`src/rtl/lsu_pkg.sv`:
```
// Shared types and constants for the load/store unit.
// Size codes, FSM states and the default bus timeout.
package lsu_pkg;

  localparam int LSU_TIMEOUT = 255;

  typedef enum logic [1:0] {
    SZ_B = 2'b00,
    SZ_H = 2'b01,
    SZ_W = 2'b10,
    SZ_X = 2'b11
  } size_e;

  typedef enum logic [1:0] {
    IDLE = 2'b00,
    REQ  = 2'b01,
    DONE = 2'b10
  } state_e;

  function automatic logic is_aligned(
    input logic [1:0] size,
    input logic [1:0] off
  );
    logic ok;
    ok = 1'b0;
    unique case (1'b1)
      size == SZ_B: ok = 1'b1;
      size == SZ_H: ok = ~off[0];
      size == SZ_W: ok = (off == 2'b00);
      default:      ok = 1'b0;
    endcase
    return ok;
  endfunction

endpackage

```
`src/rtl/lsu_fmt.sv`:
```
// Lane formatting: store byte enables and replication,
// load lane select with sign or zero extension.
module lsu_fmt
  import lsu_pkg::*;
#(
  parameter int DW = 32
) (
  input  logic [1:0]    st_size,
  input  logic [1:0]    st_off,
  input  logic [DW-1:0] st_wdata,
  output logic [3:0]    st_be,
  output logic [DW-1:0] st_data,
  input  logic [1:0]    ld_size,
  input  logic [1:0]    ld_off,
  input  logic          ld_uns,
  input  logic [DW-1:0] ld_rdata,
  output logic [DW-1:0] ld_data
);

  logic [DW-1:0] b_lane;
  logic [DW-1:0] h_lane;
  logic [7:0]    b;
  logic [15:0]   h;

  // Store side: enables from size/offset, data copied to every lane.
  always_comb begin
    st_be   = 4'b1111;
    st_data = st_wdata;
    unique case (1'b1)
      st_size == SZ_B: begin
        st_be   = 4'b0001 << st_off;
        st_data = {(DW/8){st_wdata[7:0]}};
      end
      st_size == SZ_H: begin
        st_be   = st_off[1] ? 4'b1100 : 4'b0011;
        st_data = {(DW/16){st_wdata[15:0]}};
      end
      default: begin
        st_be   = 4'b1111;
        st_data = st_wdata;
      end
    endcase
  end

  // Load side: shift the addressed lane down, then extend.
  always_comb begin
    b_lane  = ld_rdata >> {ld_off, 3'b000};
    h_lane  = ld_rdata >> {ld_off[1], 4'b0000};
    b       = b_lane[7:0];
    h       = h_lane[15:0];
    ld_data = ld_rdata;
    unique case (1'b1)
      ld_size == SZ_B:
        ld_data = {{(DW-8){b[7] & ~ld_uns}}, b};
      ld_size == SZ_H:
        ld_data = {{(DW-16){h[15] & ~ld_uns}}, h};
      default:
        ld_data = ld_rdata;
    endcase
  end

endmodule

```
`src/rtl/mem_lsu.sv`:
```
// Load/store unit: one outstanding bus access per request,
// with alignment checks, lane formatting and bus timeout.
module mem_lsu
  import lsu_pkg::*;
#(
  parameter int DATA_WITDH = 32,
  parameter int ADDR_WITDH = 32,
  parameter int TIMEOUT    = LSU_TIMEOUT
) (
  input  logic                  clk,
  input  logic                  rst,
  input  logic                  req_valid,
  input  logic                  req_we,
  input  logic [1:0]            req_size,
  input  logic                  req_unsigned,
  input  logic [ADDR_WITDH-1:0] req_addr,
  input  logic [DATA_WITDH-1:0] req_wdata,
  output logic                  stall,
  output logic                  done,
  output logic [DATA_WITDH-1:0] data_out,
  output logic                  misalign,
  output logic                  bus_err,
  output logic                  bus_req,
  output logic                  bus_we,
  output logic [ADDR_WITDH-1:0] bus_addr,
  output logic [DATA_WITDH-1:0] bus_wdata,
  output logic [3:0]            bus_be,
  input  logic                  bus_ack,
  input  logic [DATA_WITDH-1:0] bus_rdata
);

  localparam int CW = $clog2(TIMEOUT + 1);

  state_e                state, state_n;
  logic [CW-1:0]         cnt;
  logic                  r_we;
  logic                  r_uns;
  logic [1:0]            r_size;
  logic [1:0]            r_off;
  logic [ADDR_WITDH-1:0] r_addr;
  logic [DATA_WITDH-1:0] r_wdata;
  logic [3:0]            r_be;

  logic                  in_req, ok, acc, bad, tmo;
  logic [3:0]            st_be;
  logic [DATA_WITDH-1:0] st_data;
  logic [DATA_WITDH-1:0] ld_data;

  assign in_req = (state == REQ);
  assign ok     = is_aligned(req_size, req_addr[1:0]);
  assign acc    = !in_req && req_valid && ok;
  assign bad    = !in_req && req_valid && !ok;
  assign tmo    = in_req && !bus_ack &&
                  (cnt == CW'(TIMEOUT - 1));

  lsu_fmt #(.DW(DATA_WITDH)) u_fmt (
    .st_size  (req_size),
    .st_off   (req_addr[1:0]),
    .st_wdata (req_wdata),
    .st_be    (st_be),
    .st_data  (st_data),
    .ld_size  (r_size),
    .ld_off   (r_off),
    .ld_uns   (r_uns),
    .ld_rdata (bus_rdata),
    .ld_data  (ld_data)
  );

  assign stall     = rst & (in_req | acc);
  assign done      = (state == DONE);
  assign bus_req   = in_req;
  assign bus_we    = in_req & r_we;
  assign bus_addr  = in_req ? r_addr  : '0;
  assign bus_wdata = in_req ? r_wdata : '0;
  assign bus_be    = in_req ? r_be    : '0;

  // State register.
  always_ff @(posedge clk or negedge rst) begin
    if (!rst) state <= IDLE;
    else      state <= state_n;
  end

  // Next state: ack beats timeout in the same cycle.
  always_comb begin
    state_n = state;
    unique case (state)
      IDLE, DONE: state_n = acc ? REQ : IDLE;
      REQ: begin
        if (bus_ack)  state_n = DONE;
        else if (tmo) state_n = IDLE;
      end
      default: state_n = IDLE;
    endcase
  end

  // Request capture, wait counter, result and pulse flags.
  always_ff @(posedge clk or negedge rst) begin
    if (!rst) begin
      cnt      <= '0;
      r_we     <= 1'b0;
      r_uns    <= 1'b0;
      r_size   <= 2'b00;
      r_off    <= 2'b00;
      r_addr   <= '0;
      r_wdata  <= '0;
      r_be     <= '0;
      data_out <= '0;
      misalign <= 1'b0;
      bus_err  <= 1'b0;
    end else begin
      misalign <= bad;
      bus_err  <= tmo;
      if (acc) begin
        cnt     <= '0;
        r_we    <= req_we;
        r_uns   <= req_unsigned;
        r_size  <= req_size;
        r_off   <= req_addr[1:0];
        r_addr  <= {req_addr[ADDR_WITDH-1:2], 2'b00};
        r_wdata <= st_data;
        r_be    <= st_be;
      end else if (in_req && !bus_ack) begin
        cnt <= tmo ? '0 : cnt + CW'(1);
      end
      if (in_req && bus_ack && !r_we) data_out <= ld_data;
    end
  end

endmodule

```
`config.mk`:
```
export PLATFORM = sky130hd
export DESIGN_NAME = mem_lsu
export DESIGN_NICKNAME = d
export VERILOG_FILES = /design/src/rtl/lsu_pkg.sv /design/src/rtl/lsu_fmt.sv /design/src/rtl/mem_lsu.sv
export SDC_FILE = /design/constraint.sdc
export NUM_CORES = 1
export LEC_CHECK = 0
export CORE_AREA = 2 2 118 120
export CTS_CLUSTER_SIZE = 10
export DETAILED_ROUTE_END_ITERATION = 8
export DIE_AREA = 0 0 120 122
export PLACE_DENSITY = 0.79
export SETUP_SLACK_MARGIN = 0.15
export SYNTH_ARGS = -nofsm -noshare
export SYNTH_HDL_FRONTEND = slang
export SYNTH_SLANG_ARGS = --single-unit
export TNS_END_PERCENT = 5
```
`constraint.sdc`:
```
create_clock -name clk -period 2.2 [get_ports clk]
set_input_delay 0.44 -clock clk [delete_from_list [all_inputs] [get_ports clk]]
set_output_delay 0.44 -clock clk [all_outputs]
set_load 0.02 [all_outputs]
```
==> run_results.csv <==
group,metric,value,unit
place,gp_congestion,0.805,
sta,hold_viol,0,
logic_synthesis,yosysTopAreaCell,"dfrtp_1",
sta,max-slew-margin-rel,56.3,%
logic_synthesis,syn_area_per_cell,10.3,µm²
logic_synthesis,ys.flop_type,"dfrtp_1",
logic_synthesis,async_reset_ff_share,100,%
drt,via_per_inst,5.19,
worst_setup_path,required,1760,ps
worst_setup_path,critPathArrivalTime,1650,ps
layout,final_layout_size_suffix_gt1_share,24.5,%
drt,first_pass_iters,4,
worst_setup_path,reg2reg_depth,6,
pwr,power_density,1030,nW/µm²
worst_setup_path,crit_chain,"nand2b_4 -> inv_8 -> buf_16 -> and2_1 -> clkdlybuf4s15_2",
logic_synthesis,syn_area,5870,µm²
cts,cts_root_buf,"clkbuf_16",
floorplan,placementRows,43,
worst_setup_path,crit_fanout,27,
drt,vias,5039,
run_status,status,"finished clean",
floorplan,pin_count,210,
hold_path,hold_path_class,"in2async",
drt,drt_iter0_markers,246,
global_route,grt_pass1_vias,5295,
sta,setup_violations,0,
drt,totalWireLength,16800,µm
cts,numCtsBuffers,17,
global_route,grt_overflow,0,
worst_setup_path,rrSetupSlack,380,ps
sta,fin_hold_ws,163,ps
layout,finalNetCount,882,
sta,worst_pin_slew,653,ps
layout,syn_to_final_growth,50.9,%
layout,layout_commonest_cell,"clkdlybuf4s50_1",
job,maxCapViolations,0,
drt,drc,0,
sta,worst_clock_skew,6.94,ps
logic_synthesis,synthAdderAreaFrac,0.427,%
worst_setup_path,cp-end-kind,"primary output",
logic_synthesis,netlist_instances,568,
sta,drv_slew,0,
drt,final_antenna_net_count,0,
worst_setup_path,critical_path.top_delay_family,"buffers and inverters",
logic_synthesis,synth_compound_area_share,8.70,%
pwr,leakagePower,3.83,nW
cts,cts_tree,"yes",
floorplan,die_y,122,µm
cts,h-tree-depth,4,
logic_synthesis,ys_seq_elements,116,
floorplan,die_area,14600,µm²
sta,rsz0062_at_grt,"yes",
worst_setup_path,cp_slowest_cell,"dfrtp_1",
pwr,vdd_drop_max,0.550,mV
logic_synthesis,synth-simple-area-share,19.4,%
cts,clkTransAtPathRegs,50,ps
sta,fmax,477,MHz
worst_setup_path,crit_buf_inv,3,
logic_synthesis,synth_edf_count,0,
logic_synthesis,synth-xor-area-share,0,%
logic_synthesis,synth_top_family_by_area,"simple AND/OR/NAND/NOR gates",
worst_setup_path,max_stage_delay,380,ps
sta,period_needed,2090,ps
sta,fin_crit_sh,95.2,%
sta,setup_tns,0,ps
global_route,grt_pass1_wl,26700,µm
global_route,grt_use_total,23.7,%
floorplan,chipWidth,120,µm
logic_synthesis,synthTopCellsByArea,"dfrtp_1 49%, mux2_2 9.8%, and2_1 7.5%",
logic_synthesis,ys.warnings.count,0,
floorplan,initial_core_util,43.4,%
global_route,grt_max_degree,117,
layout,final_cell_mix,"133 x clkdlybuf4s50_1, 116 x dfrtp_1, 70 x and2_1",
worst_setup_path,cp-start-kind,"register",
worst_setup_path,rr_startpoint,"state[1]",
place,dp_hpwl,11600,µm
logic_synthesis,ys_seq_area_share,49.5,%
logic_synthesis,netlist.area_leader.share,49.5,%
cts,clk_latency,410,ps
worst_setup_path,cp_num_cells,5,
worst_setup_path,crit_type,"reg2out",
logic_synthesis,synth_mux_area_share,17.9,%
logic_synthesis,synth.distinct_cells,41,
global_route,antenna_found_initial,2,
worst_setup_path,r2r_end,"r_addr[15]",
cts,cts.sink_count,116,
cts,cts_buffer_depth,2,
drt,wl_per_cell,17.4,µm
place,portBuffers,207,
floorplan,core,13500,µm²
-- layer usage --
metal	vias up	global-route usage, %	share of wire [%]
li1	2382	-	-
met1	2419	26.9	39
met2	199	39.3	49
met3	37	9.55	9.2
met4	2	10.5	2.6
met5	-	0	0.095
-- area by class of cell --
cell class	count	area, µm²
clock inverters	10	104
multi-input cells	404	2780
diodes	1	2.50
well taps	180	225
flip-flops and latches	116	2900
clock buffers	22	484
fillers	1067	4650
repair buffers	231	2330
inverters	6	30.0
-- per-stage QoR --
stage               util [%]  instance area (µm²)  worst slack [ps]  std cells  power, mW
floorplan                  -                 5870               295        569       4.89
global placement        60.6                 8190              -389        934       6.32
detailed placement      60.6                 8190              -415        934       6.43
CTS                     65.6                 8860              6.95        969       9.19
global route            65.6                 8850              52.4        970       9.60
finish                  65.6                 8850               105        970       9.11
-- sequential cells by signal, summed over array words and instances (netlist names) --
register  cells
data_out     32
state         2
r_off         2
r_addr       30
cnt           8
misalign      1
r_wdata      32
bus_err       1
r_be          4
r_size        2
r_uns         1
r_we          1
-- repair_timing --
| action | 4_1_cts | 5_1_grt |
|---|---|---|
| setup buffers | 1 | 0 |
| resized for setup | 229 | 5 |
| pin swaps | 2 | 0 |
| setup endpoints to repair | 70 | 67 |
| hold buffers | 0 | 0 |
| gates cloned | 2 | 0 |
-- power by group --
part           leakage, nW  switching (mW)  total (mW)  internal [mW]
Clock                0.299           0.953        2.72           1.77
Sequential            1.42           0.360        3.16           2.80
Combinational         2.11            1.63        3.23           1.60
-- Yosys cell counts, types with 3 or more instances --
cell type,instances
and2_1,70
nand3_1,39
o32ai_1,3
mux4_2,7
buf_2,18
nand3b_1,8
buf_4,5
dfrtp_1,116
inv_1,6
nand2b_1,3
nand2_1,64
a21oi_1,31
clkbuf_1,18
o21ai_0,45
mux2i_1,32
nor2_1,22
mux2_2,51
-- worst register-to-register path: cells and delay by family (launching register included) --
| kind | cells | cell delay [ps] |
|---|---|---|
| buffers and inverters | 3 | 670 |
| multiplexers | 1 | 410 |
| flip-flops | 1 | 380 |
| AND/OR/NAND/NOR | 1 | 170 |
| AO/OA/AOI/OAI | 1 | 70 |
-- kinds of logic (layout without fill, tap and decap cells) --
kind of cell             after synthesis  in the layout
buffers and inverters                 49            269
AND/OR/NAND/NOR                      221            221
flip-flops                           116            116
adder cells (fa/ha/maj)                2              2
multiplexers                          90             90
AO/OA/AOI/OAI                         89             89
other                                  1              3
-- worst max path at each step --
stage                      startpoint             to  slack, ps
after floorplan           req_size[0]          stall        300
after global placement    req_size[0]          stall       -390
after detailed placement  req_size[0]          stall       -410
after CTS                    state[1]   bus_addr[22]          7
after global routing         state[1]  bus_wdata[22]         50
final                        state[1]  bus_wdata[18]        110
No activity file was read; power rests on OpenSTA's default activity.
==> edit 1: new RTL, same flow settings <==
Put one more register stage on the output `bus_err`, with the module's reset. The value now appears one clock later. The other outputs are not delayed to match.
--- a/src/rtl/mem_lsu.sv
+++ b/src/rtl/mem_lsu.sv
@@ -31,4 +31,6 @@
 
   localparam int CW = $clog2(TIMEOUT + 1);
+
+  logic bus_err_s0;
 
   state_e                state, state_n;
@@ -107,8 +109,8 @@
       data_out <= '0;
       misalign <= 1'b0;
-      bus_err  <= 1'b0;
+      bus_err_s0 <= 1'b0;
     end else begin
       misalign <= bad;
-      bus_err  <= tmo;
+      bus_err_s0 <= tmo;
       if (acc) begin
         cnt     <= '0;
@@ -127,4 +129,12 @@
   end
 
+  always_ff @(posedge clk or negedge rst) begin
+    if (!rst) begin
+      bus_err <= '0;
+    end else begin
+      bus_err <= bus_err_s0;
+    end
+  end
+
 endmodule
 
Check against the original RTL: no difference found for any inputs over 10 cycles, from zero or initial values and one cycle with rst low; that may be too few to reach the edited logic, so the function may still have changed.
==> edit 1 against the original RTL <==
- non-clock buffer count grew 1
- cell count grew 0.10%
- worst hold slack worse by 91 ps
- critical path depth up 1
- clock power increased by 12%
- wire length rose by 2.8%
- power increased by 4.2%
- core utilization increased by 0.083 points
- sequential cell count is 1 higher
- worst setup slack lost 42 ps
- via count grew 2.2%
- synthesized area grew 0.43%
- cell area increased by 0.13%
- critical endpoint is now bus_addr[25]
- largest cell class unchanged
- highest routed layer is now met4
==> edit 1: results (changes against the original RTL) <==
Route
The routed via count is 5148 (+2.2%). The total routed wirelength came to 17.3 mm (+2.8%). The DRC marker count from the first detailed-route iteration is 371 (+51%).

The number of search-and-repair iterations in the first detailed-routing pass is 5 (+1).

Critical path
The critical path's slowest cell is dfrtp_1. The number of cell instances on the worst register-to-register path was 3 (-3). The critical-path maximum fanout came to 15 (-44%). The worst register-to-register path ends at data_out[20]$_DFFE_PN0P_. The data arrival at the endpoint of the critical path came to 1700 ps (+50 ps). The destination of the critical timing path is bus_addr[25].

STA
The smallest hold slack came to 71.8 ps (-91.1 ps). The final clock skew was 10.5 ps (+3.59 ps). The measured slew at the worst slew-check pin is 694 ps (+41.2 ps).

Global routing
The global-route wire length before repair is 27.1 mm (+1.4%). The initial antenna violation count is 0 (-2). The pin count of the biggest net entering global routing is 118 (+0.85%). The via count of the first global-routing pass is 5114 (-3.4%).

Layout
The layout filler cell count is 1031 (-3.4%). The number of diodes is 0 (-1). The share of final-layout standard cells stronger than drive strength 1 was 24.5% (+0.065 points).

The net total in the final layout came to 884 (+0.23%).

Logic synthesis
The part of the Yosys area used for sequential elements is 49.7% (+0.21 points). By area the synthesized netlist is led by dfrtp_1 (50%), mux2_2 (9.7%), and2_1 (7.4%), mux2i_1 (5.4%), nand2_1 (4.1%). By count the netlist is led by dfrtp_1 (117), and2_1 (70), nand2_1 (64).

Placement
The final HPWL from detailed placement is 11.9 mm (+3.0%). The global placement routability congestion is 0.807 (+0.24%).

Power and ir drop
The static leakage was 3.88 nW (+1.5%). The peak ir drop on the vdd network is 0.000601 V (+9.3%).

Outcome
The run finished with clean final reports.
-- edit 1: power breakdown --
part | internal [mW] | switching (mW)
Clock | 2.02 | 1.05
Combinational | 1.59 | 1.64
Sequential | 2.81 | 0.388
Total | 6.42 | 3.08
-- edit 1: layout make-up --
class | instances | area, um^2 | area share [%]
timing repair buffer | 232 | 2250 | 25.4
clock inverter | 15 | 230 | 2.60
sequential | 117 | 2930 | 33.0
clock buffer | 17 | 425 | 4.80
tap | 180 | 225 | 2.54
multi-input combinational | 404 | 2780 | 31.4
inverter | 6 | 27.5 | 0.311
-- edit 1: worst min path at each step --
stage / from / endpoint / depth (start not counted)
2_1_floorplan: rst / bus_err$_DFF_PN0_ / 0
3_3_place_gp: bus_err_s0$_DFF_PN0_ / bus_err$_DFF_PN0_ / 0
3_5_place_dp: bus_err_s0$_DFF_PN0_ / bus_err$_DFF_PN0_ / 0
4_1_cts: rst / bus_err$_DFF_PN0_ / 2
5_1_grt: rst / data_out[5]$_DFFE_PN0P_ / 2
6_report: rst / bus_err$_DFF_PN0_ / 2
-- edit 1: logic make-up (layout without fill, tap and decap cells) --
group,count (synthesis),after routing,share of synthesized area (%)
and+or+nand+nor,221,221,19.3
DFF,117,117,49.7
muxes,90,90,17.9
AOI/OAI and AO/OA,89,89,8.66
buffers and inverters,49,270,3.95
adders and majority gates,2,2,0.425
other,1,2,0.0636
-- edit 1: per-layer routing --
layer  vias to the layer above  global-route usage [%]  wire (um)
met2                       228                    39.9       8470
met5                         -                       0          0
met1                      2499                    29.4       6890
met4                         0                    8.53        340
li1                       2391                       -          -
met3                        30                    9.04       1610
-- edit 1: worst reg2reg max path, delay by kind of cell, from the launching register on --
kind / cells / cell delay, ps
AO/OA/AOI/OAI: 1 / 560
flip-flops: 1 / 520
multiplexers: 1 / 410
AND/OR/NAND/NOR: 1 / 160
-- edit 1: repair_timing --
action / CTS / global route
cloned: 2 / 0
buffers inserted: 1 / 0
resized for setup: 232 / 13
endpoints found under the setup margin: 70 / 62
hold endpoints to repair: 0 / 0
-- edit 1: stage by stage --
stage                     cells  utilization (%)  power [mW]  setup WS, ps  cell area (um^2)
after global routing        971             65.6        9.96          12.1              8860
after CTS                   971             66.1        9.57          49.7              8930
after detailed placement    936             60.9        6.48          -497              8220
after global placement      936             60.9        6.35          -485              8220
after floorplan             570                -        4.91           295              5900
final                       971             65.6        9.50          63.7              8860
==> edit 2: new RTL, config.mk and constraints unchanged <==
Without the edit above. The parameter `DATA_WITDH` goes from 32 to 16.
--- a/src/rtl/mem_lsu.sv
+++ b/src/rtl/mem_lsu.sv
@@ -4,5 +4,5 @@
   import lsu_pkg::*;
 #(
-  parameter int DATA_WITDH = 32,
+  parameter int DATA_WITDH = 16,
   parameter int ADDR_WITDH = 32,
   parameter int TIMEOUT    = LSU_TIMEOUT
Ports: changed (resized bus_rdata, bus_wdata, data_out and req_wdata); port bits go from 210 to 146. The function was not compared with the original's and may differ.
==> edit 2 against the original RTL <==
- register-to-register slack worse by 50 ps
- non-clock buffer count is 74 lower
- clock power fell by 36%
- synthesized cell count decreased by 38%
- worst setup slack improved by 23 ps
- synthesized area is 33% lower
- global-route usage shrank 9.7 points
- wire length fell by 41%
- power is 35% lower
- first-iteration DRC count down 46%
- sequential cell count shrank 32
- cell area down 33%
- critical path depth unchanged
- largest cell class unchanged
- highest routed layer is now met4
==> edit 2: results (changes against the original RTL) <==
Outcome
The run finished with clean final reports.

Clock network
The number of buffers created by CTS came to 9 (-8). The clock latency on the worst-skew pair is 340 ps (-70 ps). The count of H-tree levels built during CTS is 3 (-1).

Critical path
The data arrival at the endpoint of the critical path was 1630 ps (-20 ps). The worst setup slack for register-to-register paths is 330 ps (-50 ps). The critical-path maximum fanout is 3 (-89%). The number of cell instances on the worst register-to-register path is 5 (-1). The worst register-to-register path ends at r_addr[31]$_DFFE_PN0P_. The source of the critical timing path is req_addr[0]. The highest cell delay on the worst timing path came to 490 ps (+110 ps). The critical path's slowest cell is clkdlybuf4s50_1.

Global routing
The total routing usage reported by global routing was 13.9% (-9.7 points). The via count of the first global-routing pass is 3275 (-38%). The global-route wire length before repair is 16.0 mm (-40%).

STA
The final critical delay including setup and external delays is 2070 ps (-22.8 ps). The final clock skew is 6.23 ps (-0.708 ps).

Route
The DRC marker count from the first detailed-route iteration is 132 (-46%). The total routed wirelength is 9.97 mm (-41%). The routed via count came to 3187 (-37%).

Placement
The worst-case setup slack after placement came to -579 ps (-164 ps). The final HPWL from detailed placement is 7.16 mm (-38%). The global placement routability congestion was 0.766 (-4.9%). The number of input and output port buffers inserted is 143 (-31%).

Power and ir drop
The static leakage is 2.52 nW (-34%). The peak ir drop on the vdd network was 0.000415 V (-25%). The share of total power in combinational logic came to 33.0% (-2.5 points).

Logic synthesis
In the synthesized netlist, the cells that appear most often are dfrtp_1 (84), and2_1 (52), mux2_2 (35). By area the synthesized netlist is led by dfrtp_1 (54%), mux2_2 (10%), and2_1 (8.3%), a21oi_1 (2.8%), nand2_1 (2.8%). The part of the Yosys area used for sequential elements is 53.5% (+4.0 points).

Layout
The share of final-layout standard cells stronger than drive strength 1 came to 20.2% (-4.2 points). The number of diodes is 0 (-1). In the final layout, the registers with the most flip-flops are r_addr: 30 flops, data_out: 16 flops, r_wdata: 16 flops. The net total in the final layout was 573 (-35%).
[edit 2: changes by cell type after synthesis, sizes merged, moves of 8 or more]
cell    change
nand2      -35
buf        -10
dfrtp      -32
mux2        -8
and2       -18
clkbuf     -12
nand3b      -8
mux2i      -23
nand3      -35
a21oi       -8
o21ai      -26
[edit 2: kinds of logic after synthesis]
logic type / after synthesis / synth area share [%]
compound gates: 64 / 10.2
fa+ha+maj: 2 / 0.637
buf+inv: 25 / 4.14
flops: 84 / 53.5
mux: 52 / 14.6
other cells: 1 / 0.0955
simple gates: 123 / 16.8
[edit 2: power by group through the flow]
stage               clock (mW)  combinational, mW  sequential [mW]
floorplan                    0              0.937             2.41
global route              1.85               2.14             2.32
CTS                       1.79               2.00             2.26
finish                    1.74               1.97             2.26
global placement             0               1.99             2.26
detailed placement           0               2.05             2.29
[edit 2: timing repair]
action / CTS / global route
buffers inserted: 0 / 0
gates resized for setup: 130 / 10
endpoints found under the setup margin: 103 / 117
pin swaps: 1 / 2
[edit 2: stage by stage]
step	TNS (ps)	std cells	total power, mW	cell area (um^2)
3_3_place_gp	-18020	668	4.25	5570
4_1_cts	-1180	684	6.04	5940
6_report	0	684	5.97	5950
3_5_place_dp	-20600	668	4.34	5570
2_1_floorplan	0	352	3.35	3930
5_1_grt	0	684	6.31	5950
[edit 2: worst max-delay path by stage]
stage                              end  slack [ps]  cells after the start
final                            stall         130                      5
after global routing      bus_addr[21]          90                      5
after CTS                        stall         -90                      5
after detailed placement         stall        -580                      5
after global placement           stall        -580                      5
after floorplan                  stall         170                      5
[edit 2: cell type report]
type | instances | area [um^2]
repair buffers | 157 | 1590
flip-flops and latches | 84 | 2100
well taps | 180 | 225
multi-input cells | 243 | 1680
clock buffers | 9 | 225
inverters | 4 | 16.3
fillers | 1244 | 7550
clock inverters | 7 | 115
[edit 2: per-layer routing]
layer	GRT usage [%]	share of wire (%)	up-vias
met5	0	0	-
met4	7.13	2.6	0
met3	4.07	6.9	22
met2	22.5	47	123
met1	16.9	43	1535
li1	-	-	1507
